File: src/rtl/edge_pkg.sv
// edge_pkg: mode encoding and popcount helper shared by the edge detector files.
package edge_pkg;

   typedef enum logic [1:0] {
      MODE_OFF  = 2'b00,
      MODE_RISE = 2'b01,
      MODE_FALL = 2'b10,
      MODE_BOTH = 2'b11
   } mode_t;

   localparam int MAX_CH = 64;

   function automatic int unsigned popcount(input logic [MAX_CH-1:0] v);
      popcount = 0;
      for (int i = 0; i < MAX_CH; i++) popcount = popcount + {31'b0, v[i]};
   endfunction

endpackage

File: src/rtl/edge_chan.sv
// edge_chan: one channel's synchroniser, optional debounce, edge detect and mode select.
// Debounce filter is compiled in with EDGE_DEBOUNCE_EN.
module edge_chan
   import edge_pkg::*;
#(
   parameter int SYNC_STAGES = 2
`ifdef EDGE_DEBOUNCE_EN
   , parameter int FILTER_CYCLES = 4
`endif
) (
   input  logic  clk,
   input  logic  rst,
   input  logic  din,
   input  mode_t mode,
   output logic  pulse_next
);

   logic [SYNC_STAGES-1:0] sync_q, sync_d;
   logic                   s, f, prev_q, rise, fall;

   always_comb begin
      sync_d    = sync_q << 1;
      sync_d[0] = din;
   end

   always_ff @(posedge clk or posedge rst)
      if (rst) begin
         sync_q <= '0;
         prev_q <= 1'b0;
      end else begin
         sync_q <= sync_d;
         prev_q <= f;
      end

   assign s = sync_q[SYNC_STAGES-1];

`ifdef EDGE_DEBOUNCE_EN
   localparam int CW = $clog2(FILTER_CYCLES + 1);
   localparam logic [CW-1:0] LAST = CW'(FILTER_CYCLES - 1);

   logic [CW-1:0] cnt_q, cnt_d;
   logic          f_q, f_d;

   // the stable level flips only after FILTER_CYCLES consecutive disagreeing samples
   always_comb begin
      cnt_d = (s == f_q || cnt_q == LAST) ? '0 : cnt_q + 1'b1;
      f_d   = (s != f_q && cnt_q == LAST) ? s : f_q;
   end

   always_ff @(posedge clk or posedge rst)
      if (rst) begin
         cnt_q <= '0;
         f_q   <= 1'b0;
      end else begin
         cnt_q <= cnt_d;
         f_q   <= f_d;
      end

   assign f = f_q;
`else
   assign f = s;
`endif

   assign rise = f & ~prev_q;
   assign fall = ~f & prev_q;

   assign pulse_next = (mode == MODE_BOTH) ? (rise | fall) :
                       (mode == MODE_RISE) ? rise :
                       (mode == MODE_FALL) ? fall : 1'b0;

endmodule

File: src/rtl/edge_detector_multi.sv
// edge_detector_multi: N-channel edge detector with pulses, sticky flags, irq and event counter.
// Per-channel debounce is compiled in with EDGE_DEBOUNCE_EN.
module edge_detector_multi
   import edge_pkg::*;
#(
   parameter int N             = 2,
   parameter int SYNC_STAGES   = 2,
   parameter int FILTER_CYCLES = 4,
   parameter int CNT_W         = 8
) (
   input  logic             clk,
   input  logic             rst,
   input  logic [N-1:0]     din,
   input  logic [2*N-1:0]   mode,
   input  logic [N-1:0]     clr,
   input  logic [N-1:0]     irq_mask,
   input  logic             cnt_clr,
   output logic [N-1:0]     pulse,
   output logic [N-1:0]     sticky,
   output logic             irq,
   output logic [CNT_W-1:0] evt_cnt
);

   if (N < 1 || N > MAX_CH || SYNC_STAGES < 1 || FILTER_CYCLES < 1 || CNT_W < 1) begin : g_bad
      $error("edge_detector_multi: illegal parameter value");
   end

   localparam int SW = CNT_W + 7;
   localparam logic [SW-1:0] SAT = SW'({CNT_W{1'b1}});

   logic [N-1:0]     pn, pulse_q, sticky_q, sticky_d;
   logic             irq_q, irq_d;
   logic [CNT_W-1:0] cnt_q, cnt_d;
   logic [SW-1:0]    sum;

   for (genvar i = 0; i < N; i++) begin : g_ch
      edge_chan #(
         .SYNC_STAGES  (SYNC_STAGES)
`ifdef EDGE_DEBOUNCE_EN
         , .FILTER_CYCLES(FILTER_CYCLES)
`endif
      ) u_chan (
         .clk        (clk),
         .rst        (rst),
         .din        (din[i]),
         .mode       (mode_t'(mode[2*i+:2])),
         .pulse_next (pn[i])
      );
   end

   // a clear in the same cycle as events reloads with that cycle's event count
   always_comb begin
      sticky_d = (sticky_q & ~clr) | pn;
      irq_d    = |(sticky_q & irq_mask);
      sum      = (cnt_clr ? '0 : SW'(cnt_q)) + SW'(popcount(MAX_CH'(pn)));
      cnt_d    = (sum > SAT) ? {CNT_W{1'b1}} : sum[CNT_W-1:0];
   end

   always_ff @(posedge clk or posedge rst)
      if (rst) begin
         pulse_q  <= '0;
         sticky_q <= '0;
         irq_q    <= 1'b0;
         cnt_q    <= '0;
      end else begin
         pulse_q  <= pn;
         sticky_q <= sticky_d;
         irq_q    <= irq_d;
         cnt_q    <= cnt_d;
      end

   assign pulse   = pulse_q;
   assign sticky  = sticky_q;
   assign irq     = irq_q;
   assign evt_cnt = cnt_q;

endmodule
File: config.mk
export PLATFORM = sky130hd
export DESIGN_NAME = edge_detector_multi
export DESIGN_NICKNAME = d
export VERILOG_FILES = /design/src/rtl/edge_pkg.sv /design/src/rtl/edge_chan.sv /design/src/rtl/edge_detector_multi.sv
export SDC_FILE = /design/constraint.sdc
export NUM_CORES = 1
export LEC_CHECK = 0
export ABC_CLOCK_PERIOD_IN_PS = 7100
export CAP_MARGIN = 0
export CORE_UTILIZATION = 45
export CTS_BUF_LIST = sky130_fd_sc_hd__clkbuf_8
export DETAILED_ROUTE_END_ITERATION = 10
export HOLD_SLACK_MARGIN = 0.1
export PLACE_DENSITY = 0.85
export SETUP_SLACK_MARGIN = 0.3
export SYNTH_ARGS = -nofsm -noshare
export SYNTH_HDL_FRONTEND = slang
export SYNTH_SLANG_ARGS = --single-unit
File: constraint.sdc
create_clock -name clk -period 7.1 [get_ports clk]
set_clock_uncertainty 0.15 [all_clocks]
set_input_delay 0.71 -clock clk [delete_from_list [all_inputs] [get_ports clk]]
set_output_delay 0.71 -clock clk [all_outputs]
set_load 0.02 [all_outputs]
==> parameters.txt, run 1 <==
Parameter                              Value

Die
  Std cell rows ... 15
  Die outline width ... 46.1 um
  Area of the core ... 1760 um2
  Die area ... approximately 2100 um2
  Top-level I/O count ... 26
  Vert. Die Dim ... 46.1 um
  Effective utilization at floorplan ... 49.5%

Logic synthesis
  Net Count, Synth ... 98
  Number of register bits inferred by synthesis ... 19
  Main flop type after synthesis ... sky130_fd_sc_hd__dfrtp_1
  Count of different cell masters after synthesis ... 25
  Synth async-reset ratio ... 100%
  Yosys Warn Count ... 0
  Multiplexer area fraction after synthesis ... 0%
  Xor/xnor share of the synthesized area ... 1.00%
  Post-synthesis instance total ... 79
  Largest family of logic cells by synthesized area ... simple AND/OR/NAND/NOR gates
  Top cells by count, synth ... 19 x sky130_fd_sc_hd__dfrtp_1, 12 x sky130_fd_sc_hd__inv_1, 6 x sky130_fd_sc_hd__o21ai_0
  Synthesized-area fraction occupied by ao, oa, aoi and oai cells ... 13.6%
  Number of enable-type register cells in the synthesized netlist ... 0
  Cell with the most instances after synthesis ... sky130_fd_sc_hd__dfrtp_1
  Top cells by area in the synthesized netlist ... sky130_fd_sc_hd__dfrtp_1 54%, sky130_fd_sc_hd__ha_1 7.2%, sky130_fd_sc_hd__inv_1 5.2%
  Post-Synth Adder-Cell Area ... 9.46%
  Area share of and/or/nand/nor cells after synthesis ... 16.3%
  Synth Area per Inst ... 11.1 um2
  Cell taking the most area after synthesis ... sky130_fd_sc_hd__dfrtp_1
  Post-Synthesis Cell Area ... between 800 and 900 um2
  Fraction of the yosys area taken by sequential cells ... between 50% and 60%
  Proportion of netlist area held by the largest area contributor ... 54.4%

Finish
  Fraction of final layout cells sized beyond drive strength 1 ... 4.63%
  Footprint of the flip-flops and latches ... 475 um2
  Number of fillers in the final layout ... 159
  Area occupied by multi-input gates ... 353 um2
  # diodes ... 0
  Fin nets ... roughly 130
  Synth-to-Final Area Change ... 37.4%

Timing
  Final Slew Violations ... 0
  Count of endpoints failing hold in the final timing report ... 0
  Worst max-slew margin expressed relative to the limit ... 56.4%
  Minimum clock period after layout ... 3130 ps
  Max Clock Freq ... approximately 320 MHz
  Count of final setup violators ... 0
  Share of the clock period used by the worst path ... 44.0%
  RSZ-0062 raised after global routing ... false
  Setup TNS Final ... 0 ps
  Slew @ Worst Pin ... between 600 and 700 ps

Worst setup path
  Highest fanout seen on the critical path ... 4
  Register-to-Register Setup Slack ... 4310 ps
  Critical R2R Capture ... evt_cnt[3]$_DFF_PP0_
  Crit start category ... input port
  Arrival time at the worst endpoint ... 3110 ps
  Worst r2r src ... g_ch[0].u_chan.prev_q$_DFF_PP0_
  Required time of the critical path ... ~7000 ps
  Sort of element at the end of the critical path ... flop
  Critical Setup Path Class ... input port to flop
  Logic depth of the worst register-to-register path ... 11
  Worst setup startpoint ... mode[2]

Drt
  Detail-routed net length per standard cell ... 11.8 um
  Vias per cell ... 4.98
  Detailed Routing Iterations Pass 1 ... 4
  Wirelength, routed ... about 1.6 mm
  Top Metal Used ... met4
  DRC violation count after routing ... 0
  Total length of routed met2 wires ... 798 um
  Drt first-iter violations ... 12
  Routed vias ... 662
  Number of nets with antenna violations after routing ... 0
  Detailed-routing wirelength on met1 ... 680 um
  Amount of wire on met3 after detailed routing ... 58 um

Pwr
  Final Total Pwr ... 243 uW
  Peak ir drop on the vdd network ... 164 uV
  Areal power density over the cells ... 203 nW/um2
  Static leakage ... approximately 0.00057 uW

Clocking
  Inserted Clock Buffers ... 3
  TritonCTS clock tree ... built
  Clock tree root driver cell ... sky130_fd_sc_hd__clkbuf_8
  Post-CTS repair timing setup buffer count ... 0
  Insertion delay of the later-clocked pin in the worst-skew pair ... 250 ps
  Hold bufs inserted after CTS ... 0
  Maximum clock insertion buffer count ... 2
  Number of H-tree levels ... 1
  Post-cts gate resize count ... 0
  # clock sinks ... 19
  Clock-pin transition on the worst setup and hold timing paths ... 60 ps

GRT
  Global-route wire length before repair ... 2.43 mm
  Number of antenna violations at the first check in global routing ... 0
  Pin count of the biggest net entering global routing ... 20
  Number of global-route vias before repair ... 595
  Total global-route track usage ... 17.0%
  Global route overflow ... 0

Flow run
  Reported max-cap violation count ... 0

Placement
  IO buf count ... 25
  Gp weighted congestion ... roughly 0.78
  HPWL reported at the end of detailed placement ... around 1.3 mm

Min path
  Min-Delay Path Class ... flop to flop
  Worst hold path cell count ... 0
  Worst Hold End ... g_ch[1].u_chan.sync_q[1]$_DFF_PP0_
  Hold path startpoint ... g_ch[1].u_chan.sync_q[0]$_DFF_PP0_

Outcome
  Run status ... finished clean
report_power, final:
part	switching [uW]	total, uW	internal [uW]	leakage [uW]
clock	29.1	67.4	38.3	0.0000269
sequential	6.60	124	118	0.000241
combinational	24.3	51.5	27.2	0.000299
total	60.1	243	183	0.000567
layout by cell type, fill, tap and decap left out, types with 2 or more instances in the layout:
| cell | n |
|---|---|
| sky130_fd_sc_hd__nand2_1 | 5 |
| sky130_fd_sc_hd__ha_1 | 5 |
| sky130_fd_sc_hd__a31oi_1 | 3 |
| sky130_fd_sc_hd__o21a_1 | 2 |
| sky130_fd_sc_hd__a21oi_1 | 2 |
| sky130_fd_sc_hd__dfrtp_1 | 19 |
| sky130_fd_sc_hd__inv_1 | 13 |
| sky130_fd_sc_hd__clkbuf_8 | 3 |
| sky130_fd_sc_hd__or4_1 | 2 |
| sky130_fd_sc_hd__clkdlybuf4s50_1 | 25 |
| sky130_fd_sc_hd__nand3b_1 | 2 |
| sky130_fd_sc_hd__o21ai_0 | 6 |
| sky130_fd_sc_hd__nor2b_1 | 5 |
| sky130_fd_sc_hd__and3_1 | 3 |
final cells by class:
type / count / area share [%]
flip-flops and latches: 19 / 39.6
multi-input cells: 48 / 29.4
repair buffers: 25 / 20.9
inverters: 12 / 3.75
clock buffers: 3 / 3.44
well taps: 25 / 2.61
clock inverters: 1 / 0.313
metrics by stage:
stage	util (%)	setup slack, ps	std cells	hold WS [ps]	instance area, um2
finish	68.0	3970	133	200	1200
global placement	65.5	3780	129	186	1150
CTS	68.0	3940	133	204	1200
global route	68.0	3820	133	206	1200
floorplan	-	4290	79	181	873
detailed placement	65.5	3670	129	190	1150
how the worst max path moves through the flow:
stage	end	slack, ps	cells after the start
after detailed placement	evt_cnt[7]$_DFF_PP0_	3670	9
after CTS	evt_cnt[7]$_DFF_PP0_	3940	9
after global routing	evt_cnt[7]$_DFF_PP0_	3820	9
after global placement	evt_cnt[7]$_DFF_PP0_	3780	9
final	evt_cnt[7]$_DFF_PP0_	3970	9
after floorplan	evt_cnt[7]$_DFF_PP0_	4290	8
per-layer routing:
metal,vias to the layer above,GRT usage (%)
li1,332,-
met1,314,18.8
met2,12,28.5
met3,4,7.06
met4,0,7.06
met5,-,0
cells by family after synthesis:
logic type,after synthesis
flip-flops,19
AO/OA/AOI/OAI,18
adder cells (fa/ha/maj),6
buffers and inverters,12
XOR/XNOR,1
AND/OR/NAND/NOR,23
sequential cells by signal, indices dropped and copies added, names as in the netlist:
register            count
evt_cnt                 8
g_ch.u_chan.prev_q      2
g_ch.u_chan.sync_q      4
irq                     1
pulse                   2
sticky                  2
critical path, stage by stage:
cell and delay (ps):
sky130_fd_sc_hd__clkdlybuf4s50_1 430, sky130_fd_sc_hd__or2_2 300, sky130_fd_sc_hd__a31oi_1 320, sky130_fd_sc_hd__fa_1 290, sky130_fd_sc_hd__inv_1 60, sky130_fd_sc_hd__ha_1 210
sky130_fd_sc_hd__and3_1 170, sky130_fd_sc_hd__or4_1 450, sky130_fd_sc_hd__and3_1 170
Power figures use the tool's default switching activity.
==> run 2: changes to the inputs <==
ABC_CLOCK_PERIOD_IN_PS = 2990   (was 7100)
clock period = 2.99 ns   (was 7.1 ns; I/O delays follow)
==> run 2 against run 1 <==
Against the previous run:
- highest routed layer unchanged
- critical path type is now flop to flop
- wire length is 14% higher
- final cell count rose by 3.0%
- first-iteration DRC count up 130%
- hold slack about the same
==> parameters.txt, run 2 (synthesized netlist as in run 1, its figures left out) <==
Parameter                              Value

Flow run
  Reported max-cap violation count ... 0

Pwr
  Peak ir drop on the vdd network ... 375 uV
  Areal power density over the cells ... 470 nW/um2
  Static leakage ... 0.000586 uW

Timing
  RSZ-0062 raised after global routing ... false
  Worst max-slew margin expressed relative to the limit ... a little under three fifths
  Minimum clock period after layout ... 2590 ps
  Slew @ Worst Pin ... 667 ps
  Final Slew Violations ... 0
  Smallest hold slack ... ~200 ps
  Count of final setup violators ... 0
  Max Clock Freq ... 386 MHz
  Setup TNS Final ... 0 ps
  Count of endpoints failing hold in the final timing report ... 0
  Share of the clock period used by the worst path ... around 87%

Finish
  # diodes ... 0
  Synth-to-Final Area Change ... 46.4%
  Fin nets ... 132
  Most common cell after layout, fill and taps aside ... sky130_fd_sc_hd__clkdlybuf4s50_1
  Fraction of final layout cells sized beyond drive strength 1 ... 16.1%
  Most frequent cells in the layout ... 25 x sky130_fd_sc_hd__clkdlybuf4s50_1, 19 x sky130_fd_sc_hd__dfrtp_1, 12 x sky130_fd_sc_hd__inv_1
  Layout Cells excl Fill ... 137
  Number of fillers in the final layout ... 135
  Flip-flop count of the largest register after layout ... 8
  Post-route standard cell area excluding fillers ... 1280 um2

Die
  Std cell rows ... 15
  Vert. Die Dim ... approximately 46 um
  Effective utilization at floorplan ... 49.5%
  Top-level I/O count ... 26
  Die outline width ... approximately 46 um
  Area of the core ... between 1500 and 2000 um2
  Die area ... 2120 um2

Placement
  IO buf count ... 25
  Gp weighted congestion ... 0.795
  Placed standard-cell area ... 1160 um2
  Number of cells after detailed placement ... 130
  HPWL reported at the end of detailed placement ... 1.33 mm

Drt
  Drt first-iter violations ... 28
  Detail-routed net length per standard cell ... around 13 um
  DRC violation count after routing ... 0
  Detailed Routing Iterations Pass 1 ... 4
  Number of nets with antenna violations after routing ... 0
  Vias per cell ... 5.16
  Wirelength, routed ... 1.79 mm
  Routed vias ... 707

GRT
  Total global-route track usage ... 19.0%
  Number of antenna violations at the first check in global routing ... 0
  Number of global-route vias before repair ... 670
  Global route overflow ... 0
  Global-route wire length before repair ... around 2.7 mm
  Pin count of the biggest net entering global routing ... 20

Clocking
  # clock sinks ... 19
  TritonCTS clock tree ... built
  Maximum clock insertion buffer count ... 2
  Clock tree root driver cell ... sky130_fd_sc_hd__clkbuf_8
  Insertion delay of the later-clocked pin in the worst-skew pair ... 250 ps
  Number of H-tree levels ... 1
  Clock-pin transition on the worst setup and hold timing paths ... 60 ps
  Inserted Clock Buffers ... 3

Outcome
  Run status ... finished clean

Worst setup path
  Required time of the critical path ... approximately 3000 ps
  Crit start category ... flop
  Critical Setup Path Class ... flop to flop
  Highest fanout seen on the critical path ... 3
  Sort of element at the end of the critical path ... flop
  Arrival time at the worst endpoint ... 2580 ps

Min path
  Min-Delay Path Class ... flop to flop
[run 2: cell count changes in the layout (fill, tap and decap cells not counted), sizes merged]
cell and delta:
buf +4
[run 2: per-layer routing]
metal	vias up	track usage, %	wire length (um)
met2	14	32.7	946
li1	342	-	-
met1	349	21.4	764
met5	-	0	0
met3	2	7.06	62
met4	0	6.47	14
[run 2: power breakdown]
| group | internal (uW) | switching, uW |
|---|---|---|
| Clock | 91.0 | 72.4 |
| Combinational | 74.4 | 67.5 |
| Sequential | 279 | 16.8 |
[run 2: path summary, 6_finish.rpt]
path,from,end,slack [ps],cells past startpoint
max,g_ch[1].u_chan.sync_q[1]$_DFF_PP0_,evt_cnt[7]$_DFF_PP0_,400,9
min,g_ch[1].u_chan.sync_q[0]$_DFF_PP0_,g_ch[1].u_chan.sync_q[1]$_DFF_PP0_,200,0
max reg2reg,g_ch[1].u_chan.sync_q[1]$_DFF_PP0_,evt_cnt[7]$_DFF_PP0_,400,9
min reg2reg,g_ch[1].u_chan.sync_q[0]$_DFF_PP0_,g_ch[1].u_chan.sync_q[1]$_DFF_PP0_,200,0
max in group asynchronous,rst,evt_cnt[6]$_DFF_PP0_,1970,2
min in group asynchronous,rst,evt_cnt[4]$_DFF_PP0_,290,2
[run 2: metrics by stage]
stage | total power, uW | setup WS, ps | utilization, %
floorplan | 358 | 364 | -
global placement | 421 | 109 | 65.9
detailed placement | 427 | 39.8 | 65.9
CTS | 594 | 318 | 69.6
global route | 632 | 302 | 72.5
finish | 601 | 400 | 72.5
[run 2: cell type report]
type	instances	area, um2	area share [%]
Clock buffer	3	41.3	3.23
Clock inverter	1	3.75	0.294
Inverter	12	45.0	3.52
Multi-Input combinational cell	48	402	31.4
Sequential cell	19	475	37.2
Tap cell	25	31.3	2.45
Timing Repair Buffer	29	280	21.9
[run 2: worst max-delay path, stage by stage, from the launching register on]
cell and delay [ps]:
sky130_fd_sc_hd__dfrtp_1 400, sky130_fd_sc_hd__buf_4 140, sky130_fd_sc_hd__ha_1 260, sky130_fd_sc_hd__nand2_1 110
sky130_fd_sc_hd__a31oi_4 110, sky130_fd_sc_hd__fa_2 420, sky130_fd_sc_hd__buf_4 150, sky130_fd_sc_hd__nand3b_1 180
sky130_fd_sc_hd__or4_1 400, sky130_fd_sc_hd__and3_1 170
[run 2: repair_timing]
| item | 4_1_cts | 5_1_grt |
|---|---|---|
| pin swaps | 0 | 2 |
| buffers inserted | 0 | 3 |
| hold buffers | 0 | 0 |
| endpoints found under the setup margin | 4 | 4 |
| gates resized for setup | 5 | 8 |
==> run 3: changes to the inputs <==
ABC_CLOCK_PERIOD_IN_PS = 2600   (was 2990)
clock period = 2.6 ns   (was 2.99 ns; I/O delays follow)
==> run 3 against run 2 <==
Against the previous run:
- critical path depth rose by 1
- combinational power rose by 17%
- wire length rose by 0.67%
- maximum frequency rose by 4.1%
- hold slack improved by 1.8 ps
- flip-flop and latch count did not move
- global-route usage rose by 0.40 points
==> parameters.txt, run 3 (synthesized netlist as in run 1, its figures left out) <==
Parameter                              Value

Min path
  Min-Delay Path Class ... flop to flop

GRT
  Global-route wire length before repair ... 2.79 mm
  Pin count of the biggest net entering global routing ... 20
  Number of global-route vias before repair ... 678
  Global route overflow ... 0
  Number of antenna violations at the first check in global routing ... 0
  Total global-route track usage ... between 10% and 20%

Drt
  DRC violation count after routing ... 0
  Wirelength, routed ... 1.80 mm
  Detail-routed net length per standard cell ... 12.9 um
  Drt first-iter violations ... 22
  Vias per cell ... 5.38
  Number of nets with antenna violations after routing ... 0
  Routed vias ... 753
  Detailed Routing Iterations Pass 1 ... 4

Placement
  IO buf count ... 25
  Gp weighted congestion ... 0.864
  HPWL reported at the end of detailed placement ... 1.33 mm
  Post-placement setup slack ... -42.9 ps
  Number of cells after detailed placement ... 134

Finish
  Synth-to-Final Area Change ... 50.6%
  Fin nets ... around 140
  # diodes ... 0
  Flip-flop count of the largest register after layout ... 8
  Layout Cells excl Fill ... between 100 and 150
  Fin util ... 74.5%
  Most common cell after layout, fill and taps aside ... sky130_fd_sc_hd__clkdlybuf4s50_1
  Fraction of final layout cells sized beyond drive strength 1 ... 19.1%
  Number of fillers in the final layout ... between 100 and 150
  Most frequent cells in the layout ... 25 x sky130_fd_sc_hd__clkdlybuf4s50_1, 19 x sky130_fd_sc_hd__dfrtp_1, 11 x sky130_fd_sc_hd__inv_1

Worst setup path
  Critical Setup Path Class ... flop to flop
  CP max stage delay ... 450 ps
  Arrival time at the worst endpoint ... ~2500 ps
  Gate family responsible for the most delay along the worst path ... simple AND/OR/NAND/NOR gates
  Required time of the critical path ... 2590 ps
  Sort of element at the end of the critical path ... flop
  CP bufs+invs ... 1
  Slowest stage cell on the critical path ... sky130_fd_sc_hd__or4_1
  Register-to-Register Setup Slack ... 110 ps
  Highest fanout seen on the critical path ... 4
  Crit start category ... flop
  Critical path cell sequence ... ha_1 > nor2b_1 > o21ai_1 > o21a_1 > fa_2 > inv_2 > ha_4 > and3_4 > or4_1 > and3_1

Timing
  Final Slew Violations ... 0
  Count of endpoints failing hold in the final timing report ... 0
  Slew @ Worst Pin ... 681 ps
  RSZ-0062 raised after global routing ... true
  Setup slack after layout ... 112 ps
  Worst max-slew margin expressed relative to the limit ... 54.5%
  Share of the clock period used by the worst path ... 95.7%
  Minimum clock period after layout ... approximately 2500 ps
  Count of final setup violators ... 0
  Max Clock Freq ... 402 MHz

Die
  Effective utilization at floorplan ... 49.5%
  Std cell rows ... 15
  Area of the core ... 1760 um2
  Die area ... 2120 um2
  Die outline width ... 46.1 um
  Top-level I/O count ... 26
  Vert. Die Dim ... about 46 um

Clocking
  Number of H-tree levels ... 1
  Inserted Clock Buffers ... 3
  Maximum clock insertion buffer count ... 2
  Insertion delay of the later-clocked pin in the worst-skew pair ... 250 ps
  # clock sinks ... 19
  TritonCTS clock tree ... built
  Clock-pin transition on the worst setup and hold timing paths ... ~70 ps
  Clock tree root driver cell ... sky130_fd_sc_hd__clkbuf_8
  Hold bufs inserted after CTS ... 0

Outcome
  Run status ... finished clean

Pwr
  Areal power density over the cells ... 533 nW/um2
  Static leakage ... 0.000607 uW
  Peak ir drop on the vdd network ... 325 uV
  Final Total Pwr ... 700 uW

Flow run
  Reported max-cap violation count ... 0
## run 3: final timing paths
kind,startpoint,endpoint,cells after the start
worst max-delay path,g_ch[0].u_chan.sync_q[1]$_DFF_PP0_,evt_cnt[7]$_DFF_PP0_,10
worst min-delay path,g_ch[1].u_chan.sync_q[0]$_DFF_PP0_,g_ch[1].u_chan.sync_q[1]$_DFF_PP0_,0
worst max register to register,g_ch[0].u_chan.sync_q[1]$_DFF_PP0_,evt_cnt[7]$_DFF_PP0_,10
worst min register to register,g_ch[1].u_chan.sync_q[0]$_DFF_PP0_,g_ch[1].u_chan.sync_q[1]$_DFF_PP0_,0
max in group asynchronous,rst,g_ch[1].u_chan.sync_q[1]$_DFF_PP0_,2
min in group asynchronous,rst,g_ch[0].u_chan.sync_q[1]$_DFF_PP0_,2
## run 3: through the flow
stage / area [um2] / TNS, ps / hold slack, ps
3_3_place_gp: 1230 / 0 / 187
4_1_cts: 1290 / 0 / 207
2_1_floorplan: 915 / 0 / 61.1
3_5_place_dp: 1230 / -42.9 / 193
6_report: 1320 / 0 / 202
5_1_grt: 1320 / 0 / 214
## run 3: where the power goes
part | leakage (uW) | internal (uW) | switching, uW
Combinational | 0.000339 | 88.8 | 77.6
Clock | 0.0000269 | 105 | 89.7
Sequential | 0.000241 | 321 | 18.7
## run 3: worst register-to-register path, cell delays in order (launching register included)
cell                      delay [ps]
sky130_fd_sc_hd__dfrtp_1         400
sky130_fd_sc_hd__ha_1            280
sky130_fd_sc_hd__nor2b_1          40
sky130_fd_sc_hd__o21ai_1         160
sky130_fd_sc_hd__o21a_1          170
sky130_fd_sc_hd__fa_2            220
sky130_fd_sc_hd__inv_2            50
sky130_fd_sc_hd__ha_4            160
sky130_fd_sc_hd__and3_4          150
sky130_fd_sc_hd__or4_1           450
sky130_fd_sc_hd__and3_1          150
## run 3: cell type report
class / instances / area (um2) / area share [%]
Tap cell: 25 / 31.3 / 2.38
Clock inverter: 1 / 3.75 / 0.285
Clock buffer: 3 / 41.3 / 3.14
Multi-Input combinational cell: 48 / 408 / 31.0
Sequential cell: 19 / 475 / 36.2
Timing Repair Buffer: 32 / 310 / 23.6
Inverter: 12 / 45.0 / 3.43
## run 3: layer usage
metal | vias to the layer above | wire length [um] | global-route usage [%]
met5 | - | 0 | 0
met4 | 0 | 28 | 10.6
met3 | 4 | 125 | 3.53
met2 | 43 | 873 | 33.0
met1 | 359 | 773 | 22.9
li1 | 347 | - | -
## run 3: repair_timing
item / CTS / global route
setup buffers: 1 / 1
resized for setup: 1 / 5
endpoints found under the setup margin: 7 / 7
pin swaps: 1 / 1
